[config.mk]
export PLATFORM = sky130hd
export DESIGN_NAME = spi_master
export DESIGN_NICKNAME = d
export VERILOG_FILES = /design/src/rtl/spi_master.sv
export SDC_FILE = /design/constraint.sdc
export NUM_CORES = 1
export LEC_CHECK = 0
export ABC_AREA = 1
export CORE_MARGIN = 2
export CORE_UTILIZATION = 50
export CTS_BUF_LIST = sky130_fd_sc_hd__clkbuf_4
export CTS_CLUSTER_DIAMETER = 100
export DETAILED_ROUTE_END_ITERATION = 16
export GPL_TIMING_DRIVEN = 0
export PLACE_DENSITY_LB_ADDON = 0.25
export RECOVER_POWER = 100
export SETUP_SLACK_MARGIN = 0.05
export SLEW_MARGIN = 20
export SYNTH_ARGS = -nofsm -noshare
export SYNTH_HDL_FRONTEND = slang
export SYNTH_SLANG_ARGS = --single-unit
[constraint.sdc]
create_clock -name clk -period 2.5 [get_ports clk]
set_input_delay 0.5 -clock clk [delete_from_list [all_inputs] [get_ports clk]]
set_output_delay 0.5 -clock clk [all_outputs]
set_load 0.005 [all_outputs]
[src/rtl/spi_master.sv]
// -----------------------------------------------------------------------------
// spi_master
//   Single-channel SPI bus master. Serialises one byte at a time MSB-first on
//   mosi while capturing miso, in any CPOL/CPHA mode, with a programmable SCK
//   half-period. Bytes come either from a direct start/data_tx request or from
//   an 8-deep TX FIFO (bursts keep chip select asserted). Received bytes land
//   in data_rx and in an 8-deep show-ahead RX FIFO.
//
// Ports
//   clk, reset           : system clock, asynchronous active-high reset
//   start, data_tx       : single-byte transfer request and its payload
//   cpol_cpha            : [1]=CPOL, [0]=CPHA, latched when a transfer starts
//   clk_div              : SCK half-period in clk cycles (0 behaves as 1)
//   cs_polarity          : 0 = active-low chip selects, 1 = active-high
//   cs_select            : which cs_n bit is driven active
//   loopback             : receive path taken from internal mosi instead of miso
//   miso                 : serial data from the slave
//   fifo_write_en/_in    : TX FIFO push
//   fifo_read_en         : RX FIFO pop
//   data_rx              : last received byte
//   busy, done, error    : status; done/error are one-cycle pulses
//   tx/rx_fifo_full/empty: FIFO status flags
//   fifo_data_out        : RX FIFO head, 0 when empty
//   sck, mosi, cs_n      : SPI bus
//   irq                  : one-cycle pulse at burst end or on any error
// -----------------------------------------------------------------------------
module spi_master #(
  parameter int CLK_DIV_WIDTH = 8,
  parameter int FIFO_DEPTH    = 8
) (
  input  logic                     clk,
  input  logic                     reset,
  input  logic                     start,
  input  logic [7:0]               data_tx,
  input  logic [1:0]               cpol_cpha,
  input  logic [CLK_DIV_WIDTH-1:0] clk_div,
  input  logic                     cs_polarity,
  input  logic [1:0]               cs_select,
  input  logic                     loopback,
  input  logic                     miso,
  input  logic                     fifo_write_en,
  input  logic [7:0]               fifo_data_in,
  input  logic                     fifo_read_en,
  output logic [7:0]               data_rx,
  output logic                     busy,
  output logic                     done,
  output logic                     error,
  output logic                     tx_fifo_full,
  output logic                     tx_fifo_empty,
  output logic                     rx_fifo_full,
  output logic                     rx_fifo_empty,
  output logic [7:0]               fifo_data_out,
  output logic                     sck,
  output logic                     mosi,
  output logic [3:0]               cs_n,
  output logic                     irq
);

  localparam int AW = $clog2(FIFO_DEPTH);
  localparam logic [AW:0] DEPTH_COUNT = FIFO_DEPTH[AW:0];

  typedef enum logic [1:0] {IDLE, SETUP, SHIFT, HOLD} spiState_t;

  spiState_t                r_state;
  logic [CLK_DIV_WIDTH-1:0] r_cnt;
  logic [CLK_DIV_WIDTH-1:0] r_halfM1;
  logic [4:0]               r_edge;
  logic                     r_cpha;
  logic [7:0]               r_txShift;
  logic [7:0]               r_rxShift;
  logic [7:0]               r_dataRx;
  logic                     r_sck;
  logic                     r_mosi;
  logic                     r_busy;
  logic                     r_done;
  logic                     r_error;
  logic                     r_irq;
  logic [3:0]               r_csOneHot;

  logic [7:0]               r_txMem [FIFO_DEPTH];
  logic [AW-1:0]            r_txRd;
  logic [AW-1:0]            r_txWr;
  logic [AW:0]              r_txCount;
  logic [7:0]               r_rxMem [FIFO_DEPTH];
  logic [AW-1:0]            r_rxRd;
  logic [AW-1:0]            r_rxWr;
  logic [AW:0]              r_rxCount;

  logic                     w_tick;
  logic                     w_txEmpty;
  logic                     w_txFull;
  logic                     w_rxEmpty;
  logic                     w_rxFull;
  logic [CLK_DIV_WIDTH-1:0] w_divM1;
  logic                     w_idleFifo;
  logic                     w_holdExit;
  logic                     w_txPop;
  logic                     w_txPush;
  logic                     w_rxPop;
  logic                     w_rxPush;
  logic                     w_errAny;
  logic [7:0]               w_txHead;
  logic [7:0]               w_startByte;
  logic [4:0]               w_edgeNum;
  logic                     w_sampleEdge;
  logic                     w_inBit;

  // Half-period countdown: each phase reloads H-1 and acts when it reaches 0.
  assign w_tick       = (r_cnt == '0);
  assign w_divM1      = (clk_div == '0) ? '0 : clk_div - CLK_DIV_WIDTH'(1);
  assign w_txEmpty    = (r_txCount == '0);
  assign w_txFull     = (r_txCount == DEPTH_COUNT);
  assign w_rxEmpty    = (r_rxCount == '0);
  assign w_rxFull     = (r_rxCount == DEPTH_COUNT);
  assign w_txHead     = r_txMem[r_txRd];
  assign w_startByte  = start ? data_tx : w_txHead;
  assign w_idleFifo   = (r_state == IDLE) && !start && !w_txEmpty;
  assign w_holdExit   = (r_state == HOLD) && w_tick;

  // A pop in the same cycle frees a slot, so a write or push to a full FIFO
  // still succeeds then.
  assign w_txPop      = w_idleFifo || (w_holdExit && !w_txEmpty);
  assign w_txPush     = fifo_write_en && (!w_txFull || w_txPop);
  assign w_rxPop      = fifo_read_en && !w_rxEmpty;
  assign w_rxPush     = w_holdExit && (!w_rxFull || w_rxPop);

  assign w_errAny     = (start && (r_state != IDLE))
                      || (fifo_write_en && !w_txPush)
                      || (fifo_read_en && w_rxEmpty)
                      || (w_holdExit && !w_rxPush);

  // Odd edges are leading edges; CPHA=0 samples on them, CPHA=1 on trailing.
  assign w_edgeNum    = r_edge + 5'd1;
  assign w_sampleEdge = (w_edgeNum[0] != r_cpha);
  assign w_inBit      = loopback ? r_mosi : miso;

  // Transfer engine: IDLE picks up a start or a queued byte, SETUP holds CS
  // and bit 7 for one half-period, SHIFT walks the 16 SCK edges, HOLD keeps CS
  // for one more half-period before delivering the byte and either chaining
  // the next queued byte or releasing the bus.
  always_ff @(posedge clk or posedge reset) begin
    if (reset) begin
      r_state    <= IDLE;
      r_cnt      <= '0;
      r_halfM1   <= '0;
      r_edge     <= '0;
      r_cpha     <= 1'b0;
      r_txShift  <= '0;
      r_rxShift  <= '0;
      r_dataRx   <= '0;
      r_sck      <= 1'b0;
      r_mosi     <= 1'b0;
      r_busy     <= 1'b0;
      r_done     <= 1'b0;
      r_csOneHot <= '0;
    end else begin
      r_done <= 1'b0;
      case (r_state)
        IDLE: begin
          r_sck <= cpol_cpha[1];
          if (start || !w_txEmpty) begin
            r_state    <= SETUP;
            r_busy     <= 1'b1;
            r_cpha     <= cpol_cpha[0];
            r_halfM1   <= w_divM1;
            r_cnt      <= w_divM1;
            r_csOneHot <= 4'b0001 << cs_select;
            r_txShift  <= w_startByte;
            r_mosi     <= w_startByte[7];
            r_rxShift  <= '0;
            r_edge     <= '0;
          end
        end
        SETUP, SHIFT: begin
          if (w_tick) begin
            r_sck  <= ~r_sck;
            r_edge <= w_edgeNum;
            r_cnt  <= r_halfM1;
            if (w_sampleEdge) begin
              r_rxShift <= {r_rxShift[6:0], w_inBit};
            end else if (r_cpha) begin
              r_mosi    <= r_txShift[7];
              r_txShift <= {r_txShift[6:0], 1'b0};
            end else if (w_edgeNum != 5'd16) begin
              r_mosi    <= r_txShift[6];
              r_txShift <= {r_txShift[6:0], 1'b0};
            end
            r_state <= (w_edgeNum == 5'd16) ? HOLD : SHIFT;
          end else begin
            r_cnt <= r_cnt - CLK_DIV_WIDTH'(1);
          end
        end
        HOLD: begin
          if (w_tick) begin
            r_dataRx <= r_rxShift;
            r_done   <= 1'b1;
            if (!w_txEmpty) begin
              r_state   <= SETUP;
              r_cnt     <= r_halfM1;
              r_txShift <= w_txHead;
              r_mosi    <= w_txHead[7];
              r_rxShift <= '0;
              r_edge    <= '0;
            end else begin
              r_state    <= IDLE;
              r_busy     <= 1'b0;
              r_csOneHot <= '0;
            end
          end else begin
            r_cnt <= r_cnt - CLK_DIV_WIDTH'(1);
          end
        end
        default: r_state <= IDLE;
      endcase
    end
  end

  // Error and interrupt pulses; irq fires at the end of a burst and alongside
  // every error.
  always_ff @(posedge clk or posedge reset) begin
    if (reset) begin
      r_error <= 1'b0;
      r_irq   <= 1'b0;
    end else begin
      r_error <= w_errAny;
      r_irq   <= w_errAny || (w_holdExit && w_txEmpty);
    end
  end

  // FIFO storage needs no reset; resetting the pointers flushes both queues.
  always_ff @(posedge clk) begin
    if (w_txPush) r_txMem[r_txWr] <= fifo_data_in;
    if (w_rxPush) r_rxMem[r_rxWr] <= r_rxShift;
  end

  // TX FIFO pointers and occupancy.
  always_ff @(posedge clk or posedge reset) begin
    if (reset) begin
      r_txRd    <= '0;
      r_txWr    <= '0;
      r_txCount <= '0;
    end else begin
      if (w_txPush) r_txWr <= r_txWr + 1'b1;
      if (w_txPop)  r_txRd <= r_txRd + 1'b1;
      case ({w_txPush, w_txPop})
        2'b10:   r_txCount <= r_txCount + 1'b1;
        2'b01:   r_txCount <= r_txCount - 1'b1;
        default: r_txCount <= r_txCount;
      endcase
    end
  end

  // RX FIFO pointers and occupancy.
  always_ff @(posedge clk or posedge reset) begin
    if (reset) begin
      r_rxRd    <= '0;
      r_rxWr    <= '0;
      r_rxCount <= '0;
    end else begin
      if (w_rxPush) r_rxWr <= r_rxWr + 1'b1;
      if (w_rxPop)  r_rxRd <= r_rxRd + 1'b1;
      case ({w_rxPush, w_rxPop})
        2'b10:   r_rxCount <= r_rxCount + 1'b1;
        2'b01:   r_rxCount <= r_rxCount - 1'b1;
        default: r_rxCount <= r_rxCount;
      endcase
    end
  end

  // cs_n is kept as a one-hot "active" mask so the inactive level follows
  // cs_polarity even while reset is held.
  assign cs_n          = r_csOneHot ^ {4{~cs_polarity}};
  assign sck           = r_sck;
  assign mosi          = r_mosi;
  assign busy          = r_busy;
  assign done          = r_done;
  assign error         = r_error;
  assign irq           = r_irq;
  assign data_rx       = r_dataRx;
  assign tx_fifo_full  = w_txFull;
  assign tx_fifo_empty = w_txEmpty;
  assign rx_fifo_full  = w_rxFull;
  assign rx_fifo_empty = w_rxEmpty;
  assign fifo_data_out = w_rxEmpty ? 8'h00 : r_rxMem[r_rxRd];

endmodule

# ---- Word-level counts from Yosys, hierarchy flattened
# Memory sizes are Yosys's and may differ from the RTL's.
# Index checks and enable logic that the tools add are counted.
dict set report classes {
  add_sub_neg 11
  n_eq_ne 21
  shift 1
  muxes 60
  bitwise_logic 3
  n_reduce_logical 47
}
# cell n
set op_table {}
lappend op_table {{8-bit 2-to-1 mux} 19}
lappend op_table {{8-bit case mux with 3 select lines} 3}
lappend op_table {{4-bit case mux with 2 select lines} 3}
lappend op_table {{1-bit 2-to-1 mux} 20}
lappend op_table {{5-bit 2-to-1 mux} 4}
lappend op_table {{8-bit zero test} 2}
lappend op_table {{8-bit by 1-bit subtractor with 8-bit output (second input constant)} 2}
lappend op_table {{5-bit case mux with 3 select lines} 1}
lappend op_table {{3-bit by 1-bit adder with 3-bit output (second input constant)} 4}
lappend op_table {{1-bit logical AND} 12}
lappend op_table {{4-bit 2-to-1 mux} 3}
lappend op_table {{2-bit inequality test (second input constant)} 6}
lappend op_table {{2-bit nonzero test} 5}
lappend op_table {{4-bit by 1-bit adder with 4-bit output (second input constant)} 2}
lappend op_table {{2-bit equality test (second input constant)} 4}
lappend op_table {{4-bit equality test (second input constant)} 2}
lappend op_table {{4-bit zero test} 2}
lappend op_table {{1-bit logical OR} 8}
lappend op_table {{2-bit AND reduction} 4}
lappend op_table {{4-bit AND reduction} 2}
lappend op_table {{4-bit by 1-bit subtractor with 4-bit output (second input constant)} 2}
lappend op_table {{1-bit zero test} 7}
lappend op_table {{2-bit by 1-bit equality test with 1-bit output (second input constant)} 3}
lappend op_table {{2-bit 2-to-1 mux} 3}
lappend op_table {{17 further kinds} 20}
dict set report totals {
  register_bits 78
  ramBits 128
  input_bits 36
  output_inout_bits 30
  mem_count 2
}
# memory words width read_ports rd_ports_with_merged_regs write_ports line
set mem_list {}
lappend mem_list {r_rxMem 8 8 1 0 1 84} ;# logic [7:0] r_rxMem [FIFO_DEPTH];
lappend mem_list {r_txMem 8 8 1 0 1 80} ;# logic [7:0] r_txMem [FIFO_DEPTH];

# ---- Longest topological paths before layout
dict set report depth {
  word_depth 12
  depth_mapped 18
  mapped_depth_nobuf 17
}

# ---- Worst setup path before layout
# Ideal clock, no wire load.
dict set report synth_path {
  path_kind {register to register}
  from {register r_cnt[0]}
  to {memory r_rxMem[0][0] (enable)}
  setup_ns 0.383
  t_arrival_ns 1.996
  path_slack_ns 0.121
  stages_incl_launch_ff 10
  path_buffers 0
  period_less_slack_ns 2.379
  cell_sequence {dfrtp_1 inv_1 ha_1 inv_1 nor2_4 nand3_4 nor2_4 inv_2 or2_4 nor3_1}
}
dict set report synth_between {
  elab_chain_len 5
}
# element line
set synth_lines {}
lappend synth_lines {{start: declaration} 65} ;# logic [CLK_DIV_WIDTH-1:0] r_cnt;
lappend synth_lines {{start signal: assignment} 166} ;# r_cnt <= w_divM1;
lappend synth_lines {{start signal: assignment} 178} ;# r_cnt <= r_halfM1;
lappend synth_lines {{start signal: assignment} 190} ;# r_cnt <= r_cnt - CLK_DIV_WIDTH'(1);
lappend synth_lines {{8-bit zero test} 109} ;# assign w_tick = (r_cnt == '0);
lappend synth_lines {{1-bit logical AND} 118} ;# assign w_holdExit = (r_state == HOLD) && w_tick;
lappend synth_lines {{1-bit logical AND} 125} ;# assign w_rxPush = w_holdExit && (!w_rxFull || w_rxPop);
lappend synth_lines {{1-bit 2-to-1 mux} 233} ;# if (w_rxPush) r_rxMem[r_rxWr] <= r_rxShift;
lappend synth_lines {{1-bit 2-to-1 mux (implied by the code)} 233}
lappend synth_lines {{end: declaration} 84}
# No other way between the ends.

# ---- Worst setup path after layout
dict set report layout_path {
  from {register r_rxRd[0]}
  to {output port fifo_data_out[0]}
}
dict set report layout_between {
  elab_chain_len 2
}
# element line
set layout_lines {}
lappend layout_lines {{start: declaration} 85} ;# logic [AW-1:0] r_rxRd;
lappend layout_lines {{start signal: assignment} 261} ;# if (w_rxPop) r_rxRd <= r_rxRd + 1'b1;
lappend layout_lines {{memory read 8 x 8 bit} --}
lappend layout_lines {{8-bit 2-to-1 mux} 284} ;# assign fifo_data_out = w_rxEmpty ? 8'h00 : r_rxMem[r_rxRd];
lappend layout_lines {{end: declaration} 52} ;# output logic [7:0] fifo_data_out,
# No other way between the ends.

==> flow_metrics.py <==
metrics = {
    "global_routing": {
        "grt_util_all_layers_pct": 22.38,
        "antenna_found_initial": 1,
        "grt_max_degree": 34,
        "grt_pass1_wl_mm": 35.20,
        "grt_pass1_vias": 7142,
        "grt_overflow_total": 0,
    },
    "floorplanning": {
        "rows": 50,
        "chipHeight_um": 142.3,
        "dieWidth_um": 142.3,
        "start_util_pct": 50.97,
        "fp.dieArea_um2": 20260,
        "io_pins": 66,
        "core_um2": 18770,
    },
    "detailed_routing": {
        "wirelength_mm": 22.18,
        "wire_per_inst_um": 15.82,
        "drt-initial-drc-count": 561,
        "detail-route-antenna-nets": 0,
        "dr.pass1.iters": 5,
        "drc": 0,
        "vias": 7312,
        "via_per_inst": 5.215,
    },
    "critical_path": {
        "r2r_slack_ns": -0.02,
        "crit_chain": "inv_4, buf_8, buf_6, nor2_2, o22ai_2, o21ai_1, a31oi_1, buf_2",
        "crit_arrival_ns": 2.12,
        "crit_path_end_kind": "output pin",
        "r2r_start": "r_cnt[0]",
        "cp-endpoint": "fifo_data_out[0]",
        "critPathKind": "flip-flop to output pin",
        "critPathLaunch": "r_rxRd[0]",
        "rr_worst_depth": 18,
        "r2r_end": "r_rxCount[3]",
        "critPathMaxFanout": 6,
        "cpPeakStageDelay_ns": 0.47,
        "startpoint_type": "flip-flop",
        "crit_slowest_cell": "dfrtp_2",
        "critical_path_required_ns": 2.00,
    },
    "power_and_ir_drop": {
        "total_leakage_power_nw": 5.008,
        "p_int_mw": 8.089,
        "vdd.ir_drop.worst_v": 0.0005845,
        "combPwrFrac_pct": 42.2,
        "clock_power_share_pct": 21.1,
        "switchingPower_mw": 5.362,
        "pwr_density_cell_nw_per_um2": 1158,
        "swShare_pct": 39.86,
        "pwr-share-seq_pct": 36.8,
    },
    "final_layout": {
        "final_cells": 1402,
        "design_area_um2": 11620,
        "syn2layout_area_growth_pct": 21.42,
        "fin_nets": 1182,
        "final_core_util_pct": 61.89,
        "drive_above_1_share_pct": 17.40,
    },
    "clocking": {
        "cts_max_level": 2,
        "cts_tree": "yes",
        "clock_latency_ns": 0.67,
        "numCtsBuffers": 51,
        "root_buffer": "clkbuf_4",
        "clock-sinks": 206,
        "cts_hold_buf": 0,
        "cts.clk_slew.worst_paths_ns": 0.07,
        "clk_path_buf_depth": 3,
    },
    "sta": {
        "skew_ns": 0.03960,
        "setup-violations-final": 8,
        "grt_setup_unrepaired": "true",
        "relSlewSlack_pct": 44.23,
        "fmax_ghz": 0.3817,
        "finalHoldViolCount": 0,
        "worst_slew_pin_slew_ns": 0.8365,
        "period_share_pct": 104.8,
        "drv_slew": 0,
        "fin_setup_tns_ns": -0.4756,
        "fin_ws_ns": -0.1198,
        "fin_crit_ns": 2.620,
    },
    "logic_synthesis": {
        "synthTopCellsByArea": "edfxtp_1, dfrtp_1, nand2_1",
        "synthFlopType": "edfxtp_1",
        "synth.distinct_cells": 43,
        "synth_seq_cells": 206,
        "yosysMostFrequentCell": "nand2_1",
        "avgSynthCellArea_um2": 9.703,
        "yosysSeqAreaShare_pct": 60.58,
        "synth_cells": 986,
        "yosysWarnings": 0,
        "synth_area_leader_cell": "edfxtp_1",
        "syn_area_um2": 9567,
        "synth_nets": 1040,
        "synth_top_area_share_pct": 40.18,
        "synth_edf_count": 128,
        "synth.top_cells.by_count": "nand2_1, edfxtp_1, nor2_1",
        "async_flop_share_pct": 37.86,
    },
    "placement": {
        "portBuffers": 64,
        "post_dp_cell_area_um2": 10560,
        "dp_cells": 1286,
        "post-place-ws_ns": -0.5929,
        "place_congestion": 0.8875,
        "place_hpwl_mm": 14.64,
    },
    "worst_hold_path": {
        "hp-class": "primary input to async pin",
    },
    "run_status": {
        "violations": "setup timing",
        "status": "finished, violations left",
    },
    "job": {
        "maxCapViolCount": 0,
    },
}
## kinds of logic (layout without fill, tap and decap cells)
| kind of cell | count (synthesis) | in the layout | share of synthesized area [%] |
|---|---|---|---|
| buf+inv | 138 | 319 | 5.781 |
| flops | 206 | 206 | 60.58 |
| mux | 1 | 1 | 0.1177 |
| fa+ha+maj | 18 | 18 | 2.511 |
| simple gates | 450 | 450 | 20.30 |
| other cells | 0 | 1 | 0 |
| compound gates | 153 | 153 | 8.881 |
| xor+xnor | 20 | 20 | 1.831 |
## cell type report
cell class / count / area, um2
antenna: 1 / 2.502
buffer: 32 / 244.0
clock buffer: 84 / 630.6
clock inverter: 8 / 38.79
fill: 1597 / 7152
inverter: 106 / 414.1
multi-input combinational: 642 / 3403
sequential: 206 / 5798
tap: 234 / 292.8
timing repair buffer: 89 / 792.0
## sequential cells by signal (all words and copies together) (netlist names), 2 cells and up
name / count
r_txMem: 64
r_txCount: 4
data_rx: 8
r_cnt: 8
r_edge: 5
r_csOneHot: 4
r_rxCount: 4
r_txWr: 3
r_txRd: 3
r_txShift: 8
r_halfM1: 8
r_state: 2
r_rxRd: 3
r_rxShift: 8
r_rxWr: 3
r_rxMem: 64
## routing by layer
| layer | track usage [%] | share of wire [%] | up-vias |
|---|---|---|---|
| met5 | 0 | 0 | - |
| met4 | 10.68 | 3.4 | 0 |
| met3 | 3.735 | 4.9 | 58 |
| met2 | 37.15 | 48 | 202 |
| met1 | 28.86 | 43 | 3429 |
| li1 | - | - | 3623 |
## placed cells by master, fill, tap and decap left out, types with 3 or more instances in the layout
cell	count
nor3_1	4
clkdlybuf4s50_1	25
clkbuf_1	11
o21ai_0	84
o22ai_1	14
nand3_1	77
nand2_1	229
nor2_4	10
a21oi_1	15
xor2_1	11
xnor2_1	9
nand2_2	6
dlygate4sd2_1	3
clkbuf_4	87
o31ai_1	4
clkbuf_2	3
ha_4	3
ha_1	13
nor2_2	7
clkinv_1	8
inv_1	91
o22ai_2	3
nor2_1	101
nor3_4	6
a31oi_1	7
buf_2	22
o21ai_1	11
o211ai_1	8
dfrtp_1	76
inv_2	6
dlygate4sd3_1	28
buf_4	16
edfxtp_1	128
inv_4	4
## power by group through the flow
stage | Clock (mW) | Sequential (mW) | Combinational, mW
floorplan | 0 | 4.82 | 3.59
CTS | 2.89 | 4.94 | 5.53
global placement | 0 | 4.97 | 5.12
global route | 3.06 | 5.02 | 6.35
detailed placement | 0 | 4.99 | 5.22
finish | 2.84 | 4.94 | 5.67
## what timing repair did
action / 4_1_cts / 5_1_grt
resized for setup: 99 / 47
pin swaps: 11 / 22
setup buffers: 9 / 13
endpoints found under the setup margin: 127 / 91
hold endpoints to repair: 0 / 0
cloned: 1 / 0
## worst min-delay path by stage
stage                       from  slack (ns)      endpoint  depth (start not counted)
floorplan           r_txShift[7]        0.45  r_txShift[7]                          2
global placement            busy        0.46          busy                          2
detailed placement          busy        0.46          busy                          2
CTS                        reset        0.15    data_rx[6]                          2
global route               reset        0.37    data_rx[6]                          2
finish                     reset        0.35    data_rx[6]                          2
## through the flow
| step | total power [mW] | hold WS [ns] |
|---|---|---|
| after floorplan | 8.405 | 0.4488 |
| after global placement | 10.09 | 0.4568 |
| after detailed placement | 10.22 | 0.4636 |
| after CTS | 13.35 | 0.1515 |
| after global routing | 14.43 | 0.3657 |
| final | 13.45 | 0.3481 |
## worst max-delay path: cells and delay by family, from the launching register on
kind	cells	cell delay (ns)
flip-flops	1	0.47
AO/OA/AOI/OAI	3	0.48
AND/OR/NAND/NOR	1	0.03
buffers and inverters	4	0.48
Note: power is estimated with default switching activity, not from simulation.
